### config.mk
export PLATFORM = sky130hd
export DESIGN_NAME = coin_ctrl_flat
export DESIGN_NICKNAME = d
export VERILOG_FILES = /design/src/rtl/coin_ctrl_if.sv /design/src/rtl/coin_ctrl.sv /design/src/flat_wrapper.sv
export SDC_FILE = /design/constraint.sdc
export NUM_CORES = 1
export LEC_CHECK = 0
export ABC_CLOCK_PERIOD_IN_PS = 2500
export CORE_ASPECT_RATIO = 1.1
export CORE_UTILIZATION = 45
export CTS_CLUSTER_DIAMETER = 100
export DETAILED_ROUTE_END_ITERATION = 7
export PLACE_DENSITY = 0.73
export SLEW_MARGIN = 20
export SYNTH_ARGS = -nofsm -noshare
export SYNTH_HDL_FRONTEND = slang
export SYNTH_SLANG_ARGS = --single-unit
### constraint.sdc
create_clock -name clk -period 2.5 [get_ports clk]
set_clock_uncertainty 0.1 [all_clocks]
set_input_delay 0.25 -clock clk [delete_from_list [all_inputs] [get_ports clk]]
set_output_delay 0.25 -clock clk [all_outputs]
set_load 0.005 [all_outputs]
### src/rtl/coin_ctrl_if.sv
`default_nettype none
// ============================================================================
//  Module      : coin_ctrl_if
//  Description : Control / status link between coin_ctrl and the coffee
//                machine data path (coin counter + registered comparator).
//  Revision    : 1.0 - initial release
// ============================================================================
interface coin_ctrl_if ();
  logic       cnt_en;   // one-cycle counter increment
  logic       cnt_clr;  // synchronous counter clear
  logic       eql_grt;  // credit >= price, one cycle behind sum
  logic [3:0] sum;      // current coin count

  // Controller side
  modport master (
    output cnt_en,
    output cnt_clr,
    input  eql_grt,
    input  sum
  );

  // Data path side
  modport slave (
    input  cnt_en,
    input  cnt_clr,
    output eql_grt,
    output sum
  );
endinterface : coin_ctrl_if
`default_nettype wire

### src/rtl/coin_ctrl.sv
`default_nettype none
// ============================================================================
//  Module      : coin_ctrl
//  Description : Coffee machine control unit. Synchronises and edge-detects
//                the raw coin sensor, counts coins through the data path,
//                sequences dispense and counter clear. All outputs are
//                registered.
//  Options     : define CANCEL_EN to add the cancel button / refund path.
//  Revision    : 1.0 - initial release
// ============================================================================
module coin_ctrl #(
  parameter int unsigned SYNC_STAGES = 2,  // >= 2
  parameter int unsigned DISP_CYCLES = 8,  // >= 1
  parameter int unsigned CLR_CYCLES  = 2   // >= 2
) (
  input  logic        clk,
  input  logic        rst_n,
  coin_ctrl_if.master dp_if,
  input  logic        coin_in_i,
  output logic        dispense_o,
  output logic        busy_o,
  output logic        reject_o
`ifdef CANCEL_EN
  ,
  input  logic        cancel_in_i,
  output logic        refund_o,
  output logic [3:0]  refund_amt_o
`endif
);

  localparam int unsigned DISP_W = (DISP_CYCLES > 1) ? $clog2(DISP_CYCLES) : 1;
  localparam int unsigned CLR_W  = (CLR_CYCLES  > 1) ? $clog2(CLR_CYCLES)  : 1;
  localparam logic [DISP_W-1:0] DISP_LAST = DISP_W'(DISP_CYCLES - 1);
  localparam logic [CLR_W-1:0]  CLR_LAST  = CLR_W'(CLR_CYCLES - 1);

  typedef enum logic [1:0] {
    ST_IDLE     = 2'd0,
    ST_CREDIT   = 2'd1,
    ST_DISPENSE = 2'd2,
    ST_CLEAR    = 2'd3
  } state_t;

  state_t                 state_q;
  logic [SYNC_STAGES-1:0] coin_sync_q;
  logic                   coin_last_q;
  logic                   w_coin_pulse;
  logic [DISP_W-1:0]      disp_cnt_q;
  logic [CLR_W-1:0]       clr_cnt_q;
  logic                   cnt_en_q;
  logic                   cnt_clr_q;
  logic                   dispense_q;
  logic                   busy_q;
  logic                   reject_q;

  // Coin sensor synchroniser plus a delayed copy of the last stage for edge detection
  always_ff @(posedge clk or negedge rst_n) begin
    if (!rst_n) begin
      coin_sync_q <= '0;
      coin_last_q <= 1'b0;
    end else begin
      coin_sync_q <= {coin_sync_q[SYNC_STAGES-2:0], coin_in_i};
      coin_last_q <= coin_sync_q[SYNC_STAGES-1];
    end
  end

  assign w_coin_pulse = coin_sync_q[SYNC_STAGES-1] & ~coin_last_q;

`ifdef CANCEL_EN
  logic [SYNC_STAGES-1:0] cancel_sync_q;
  logic                   cancel_last_q;
  logic                   w_cancel_pulse;
  logic                   refund_q;
  logic [3:0]             refund_amt_q;

  // Cancel button synchroniser, identical in structure to the coin path
  always_ff @(posedge clk or negedge rst_n) begin
    if (!rst_n) begin
      cancel_sync_q <= '0;
      cancel_last_q <= 1'b0;
    end else begin
      cancel_sync_q <= {cancel_sync_q[SYNC_STAGES-2:0], cancel_in_i};
      cancel_last_q <= cancel_sync_q[SYNC_STAGES-1];
    end
  end

  assign w_cancel_pulse = cancel_sync_q[SYNC_STAGES-1] & ~cancel_last_q;
  assign refund_o       = refund_q;
  assign refund_amt_o   = refund_amt_q;
`endif

  // Main sequencer; every output is a register updated alongside the state.
  // cnt_clr resets high so the counter is held at zero for the whole reset.
  always_ff @(posedge clk or negedge rst_n) begin
    if (!rst_n) begin
      state_q      <= ST_IDLE;
      disp_cnt_q   <= '0;
      clr_cnt_q    <= '0;
      cnt_en_q     <= 1'b0;
      cnt_clr_q    <= 1'b1;
      dispense_q   <= 1'b0;
      busy_q       <= 1'b0;
      reject_q     <= 1'b0;
`ifdef CANCEL_EN
      refund_q     <= 1'b0;
      refund_amt_q <= 4'h0;
`endif
    end else begin
      cnt_en_q <= 1'b0;
      reject_q <= 1'b0;
`ifdef CANCEL_EN
      refund_q <= 1'b0;
`endif
      case (state_q)
        ST_IDLE: begin
          // Drops the clear left over from reset; credit is zero here.
          cnt_clr_q <= 1'b0;
          if (w_coin_pulse) begin
            cnt_en_q <= 1'b1;
            state_q  <= ST_CREDIT;
          end
        end

        ST_CREDIT: begin
          if (dp_if.eql_grt) begin
            // Price reached: a coin arriving now is not counted.
            state_q    <= ST_DISPENSE;
            dispense_q <= 1'b1;
            busy_q     <= 1'b1;
            disp_cnt_q <= '0;
            reject_q   <= w_coin_pulse;
          end
`ifdef CANCEL_EN
          else if (w_cancel_pulse && (dp_if.sum != 4'h0)) begin
            // Cancel beats a simultaneous coin; refund the captured credit.
            state_q      <= ST_CLEAR;
            cnt_clr_q    <= 1'b1;
            busy_q       <= 1'b1;
            clr_cnt_q    <= '0;
            refund_q     <= 1'b1;
            refund_amt_q <= dp_if.sum;
            reject_q     <= w_coin_pulse;
          end
`endif
          else if (w_coin_pulse) begin
            // Saturate at 15 coins instead of wrapping the counter.
            if (dp_if.sum != 4'hF) begin
              cnt_en_q <= 1'b1;
            end else begin
              reject_q <= 1'b1;
            end
          end
        end

        ST_DISPENSE: begin
          reject_q <= w_coin_pulse;
          if (disp_cnt_q == DISP_LAST) begin
            state_q    <= ST_CLEAR;
            dispense_q <= 1'b0;
            cnt_clr_q  <= 1'b1;
            clr_cnt_q  <= '0;
          end else begin
            disp_cnt_q <= disp_cnt_q + DISP_W'(1);
          end
        end

        ST_CLEAR: begin
          // eql_grt is stale while the counter and comparator flush.
          reject_q <= w_coin_pulse;
          if (clr_cnt_q == CLR_LAST) begin
            state_q   <= ST_IDLE;
            cnt_clr_q <= 1'b0;
            busy_q    <= 1'b0;
          end else begin
            clr_cnt_q <= clr_cnt_q + CLR_W'(1);
          end
        end

        default: begin
          state_q    <= ST_IDLE;
          dispense_q <= 1'b0;
          busy_q     <= 1'b0;
          cnt_clr_q  <= 1'b1;
        end
      endcase
    end
  end

  assign dp_if.cnt_en  = cnt_en_q;
  assign dp_if.cnt_clr = cnt_clr_q;
  assign dispense_o    = dispense_q;
  assign busy_o        = busy_q;
  assign reject_o      = reject_q;

endmodule : coin_ctrl
`default_nettype wire

### src/flat_wrapper.sv
// flat-port wrapper written by rule: the top's interface ports become plain ports
module coin_ctrl_flat 
#(
  parameter int unsigned SYNC_STAGES = 2,         
  parameter int unsigned DISP_CYCLES = 8,         
  parameter int unsigned CLR_CYCLES  = 2          
)
  (clk, rst_n, coin_in_i, dispense_o, busy_o, reject_o, dp_if_cnt_en, dp_if_cnt_clr, dp_if_eql_grt, dp_if_sum);
  coin_ctrl_if dp_if_i ();
  input  logic clk;
  input  logic rst_n;
  input  logic coin_in_i;
  output logic dispense_o;
  output logic busy_o;
  output logic reject_o;
  output wire logic [$bits(dp_if_i.cnt_en)-1:0] dp_if_cnt_en;
  output wire logic [$bits(dp_if_i.cnt_clr)-1:0] dp_if_cnt_clr;
  input wire logic [$bits(dp_if_i.eql_grt)-1:0] dp_if_eql_grt;
  input wire logic [$bits(dp_if_i.sum)-1:0] dp_if_sum;
  assign dp_if_cnt_en = dp_if_i.cnt_en;
  assign dp_if_cnt_clr = dp_if_i.cnt_clr;
  assign dp_if_i.eql_grt = dp_if_eql_grt;
  assign dp_if_i.sum = dp_if_sum;
  coin_ctrl #(.SYNC_STAGES(SYNC_STAGES), .DISP_CYCLES(DISP_CYCLES), .CLR_CYCLES(CLR_CYCLES)) u_core (.clk(clk), .rst_n(rst_n), .dp_if(dp_if_i), .coin_in_i(coin_in_i), .dispense_o(dispense_o), .busy_o(busy_o), .reject_o(reject_o));
endmodule
==> flow_summary.toml <==
[global_routing]
grt_pass1_vias = 577
antenna_found_initial = 0
grt.total_usage_pct = 18.0
grt_overflow = 0
grt_max_degree = 18
grt_pass1_wl_um = 2500

[power_and_ir_drop]
p_comb_share_pct = 51.8
pwr-share-clk_pct = 15.6
internal-power_w = 0.000678
p_seq_share_pct = 32.6
p_per_area_nw_per_um2 = 1110
p_total_w = 0.00108
ir_drop_mv = 0.584
swShare_pct = 37.1
p_leak_nw = 0.426
power.switching_w = 0.000400

[clock_tree]
cts_buffer_depth = 2
clock_latency_ps = 290
clk_pin_slew_ps = 90
hold_buffers = 0
ctsHtreeMaxLevel = 1
cts_buffers = 3
ctsResizeCount = 0
cts-root-buf = "clkbuf_4"
cts_tree = "done"
cts_setup_buffers = 0
cts_sinks = 14

[drt]
wl_um = 1560
num_vias = 580
detail_route.iter0.violations = 11
routedWlPerCell_um = 15.6
drtPass1Iterations = 4
ant_nets = 0
vias_per_cell = 5.80
drc = 0

[timing]
timing.fmax_ghz = 0.491
fin_crit_sh_pct = 81.5
whs_ps = 250
period_needed_ps = 2040
tns_ps = 0
hold_viol = 0
finalSetupViolCount = 0
relSlewSlack_pct = 56.9
slew_violations = 0
rsz0062_at_grt = "no"
worst_slew_pin_slew_ps = 645

[worst_hold_path]
hp-class = "input port to asynchronous set/reset pin"

[synthesis]
syn-cell-area_um2 = 810
netlist_top_cells_count = "dfrtp_1 (13), ha_1 (8), a21oi_1 (6)"
syn_inst = 70
synth_ff_type = "dfrtp_1"
yosys.area.top_type = "dfrtp_1"
ys_ff_latch = 14
yosysWarnings = 0
avgSynthCellArea_um2 = 11.6
yosysSeqAreaShare_pct = 43.4
syn-num-nets = 86
synth_top_area_share_pct = 40.2
yosysMostFrequentCell = "dfrtp_1"
synth.area.top_cells = "dfrtp_1 (40%), ha_1 (12%), a21oi_1 (3.7%), a2111oi_4 (3.4%), dfstp_2 (3.2%)"
synth.distinct_cells = 29
synth-edff-count = 0
async_flop_share_pct = 100

[final_layout]
syn_to_final_growth_pct = 19.5
antennaDiodeCount = 0
nNetsFinal = 100
drive_gt1_share_pct = 13.3
fill_cells = 142

[placement]
dp_hpwl_um = 1060
gp_congestion = 0.779
port_buffers = 12

[die]
core_region_area_um2 = 1630
die_area_um2 = 1970
die_w_um = 42.4
ios = 13
placementRows = 15
start_util_pct = 49.6
chipHeight_um = 46.5

[critical_path]
r2r_setup_slack_ps = 460
required_ps = 2570
cp_top_family = "adder cells"
critical_path_arrival_ps = 2110
start_kind = "register"
r2r-end = "u_core.state_q[1]"
criticalPathCategory = "register to register"
cp_max_fo = 17
cp_slowest_cell = "ha_1"
path_buf_inv = 1
cp-end-kind = "register"
crit_chain = "inv_1 -> ha_1 -> nor2b_1 -> a2111oi_4 -> mux2_4"
timing.rr.start = "u_core.state_q[0]"
r2r_cells = 5
slowest_delay_ps = 480

[status]
status = "finished clean"

[run]
maxCapViolCount = 0
-- power by group through the flow --
| stage | clock (W) | combinational, W | sequential [W] |
|---|---|---|---|
| 4_1_cts | 0.000172 | 0.000558 | 0.000351 |
| 6_report | 0.000168 | 0.000559 | 0.000351 |
| 3_3_place_gp | 0 | 0.000540 | 0.000351 |
| 5_1_grt | 0.000182 | 0.000613 | 0.000359 |
| 3_5_place_dp | 0 | 0.000550 | 0.000355 |
| 2_1_floorplan | 0 | 0.000432 | 0.000345 |
-- registers in the layout, indices dropped and copies added (netlist names) --
| register | count |
|---|---|
| u_core.state_q | 2 |
| u_core.disp_cnt_q | 3 |
| u_core.coin_sync_q | 2 |
| u_core.reject_o | 1 |
| u_core.clr_cnt_q | 1 |
| u_core.busy_o | 1 |
| u_core.dp_if.cnt_clr | 1 |
| u_core.coin_last_q | 1 |
| u_core.dp_if.cnt_en | 1 |
| u_core.dispense_o | 1 |
-- layout make-up --
cell class                      instances  area, um2  share of cell area (%)
Clock buffer                            4       36.3                    3.75
Inverter                                5       18.8                    1.94
Multi-Input combinational cell         48        419                    43.3
Sequential cell                        14        352                    36.4
Tap cell                               17       21.3                    2.20
Timing Repair Buffer                   12        120                    12.4
-- metrics by stage --
stage	util (%)	instance area [um2]	worst slack [ps]	instances
final	59.2	967	463	100
after global routing	59.2	967	313	100
after CTS	59.2	967	477	100
after detailed placement	57.0	931	529	96
after global placement	57.0	931	586	96
after floorplan	-	810	666	70
-- worst register-to-register path, stage by stage (launching register included) --
cell and delay [ps]:
dfrtp_1 440, inv_1 120, ha_1 480, nor2b_1 390, a2111oi_4 80, mux2_4 320
-- cell usage in the layout (no fill, tap or decap), types with 2 or more instances in the layout --
cell type | netlist | layout
clkbuf_4 | 0 | 3
dfrtp_1 | 13 | 13
a311o_1 | 2 | 2
inv_1 | 5 | 5
clkdlybuf4s50_1 | 0 | 12
nor3_1 | 3 | 3
nor2_1 | 2 | 2
o32a_1 | 2 | 2
nand2b_1 | 3 | 3
nand3b_1 | 2 | 2
a2bb2oi_1 | 2 | 2
ha_1 | 8 | 8
nor2b_1 | 3 | 3
nor3b_1 | 2 | 2
a32o_1 | 2 | 2
a21oi_1 | 6 | 6
-- per-layer routing --
metal	global-route usage [%]	routed length, um	vias up
li1	-	-	281
met1	21.4	744	283
met2	31.4	753	11
met3	3.53	39	5
met4	9.38	26	0
met5	0	0	-
-- cell families after synthesis --
kind of cell	count (synthesis)	share of synthesized area, %
buffers and inverters	8	4.79
and+or+nand+nor	19	15.5
AOI/OAI and AO/OA	19	20.9
muxes	2	3.09
adders and majority gates	8	12.4
DFF	14	43.4
-- how the worst max path moves through the flow --
stage / from / to / slack (ps) / cells past startpoint
floorplan: u_core.state_q[1] / u_core.state_q[1] / 670 / 6
global placement: u_core.state_q[0] / u_core.state_q[1] / 590 / 5
detailed placement: u_core.state_q[0] / u_core.state_q[1] / 530 / 5
CTS: u_core.state_q[0] / u_core.state_q[1] / 480 / 5
global route: u_core.state_q[0] / u_core.state_q[1] / 310 / 5
finish: u_core.state_q[0] / u_core.state_q[1] / 460 / 5
Power figures use the tool's default switching activity.
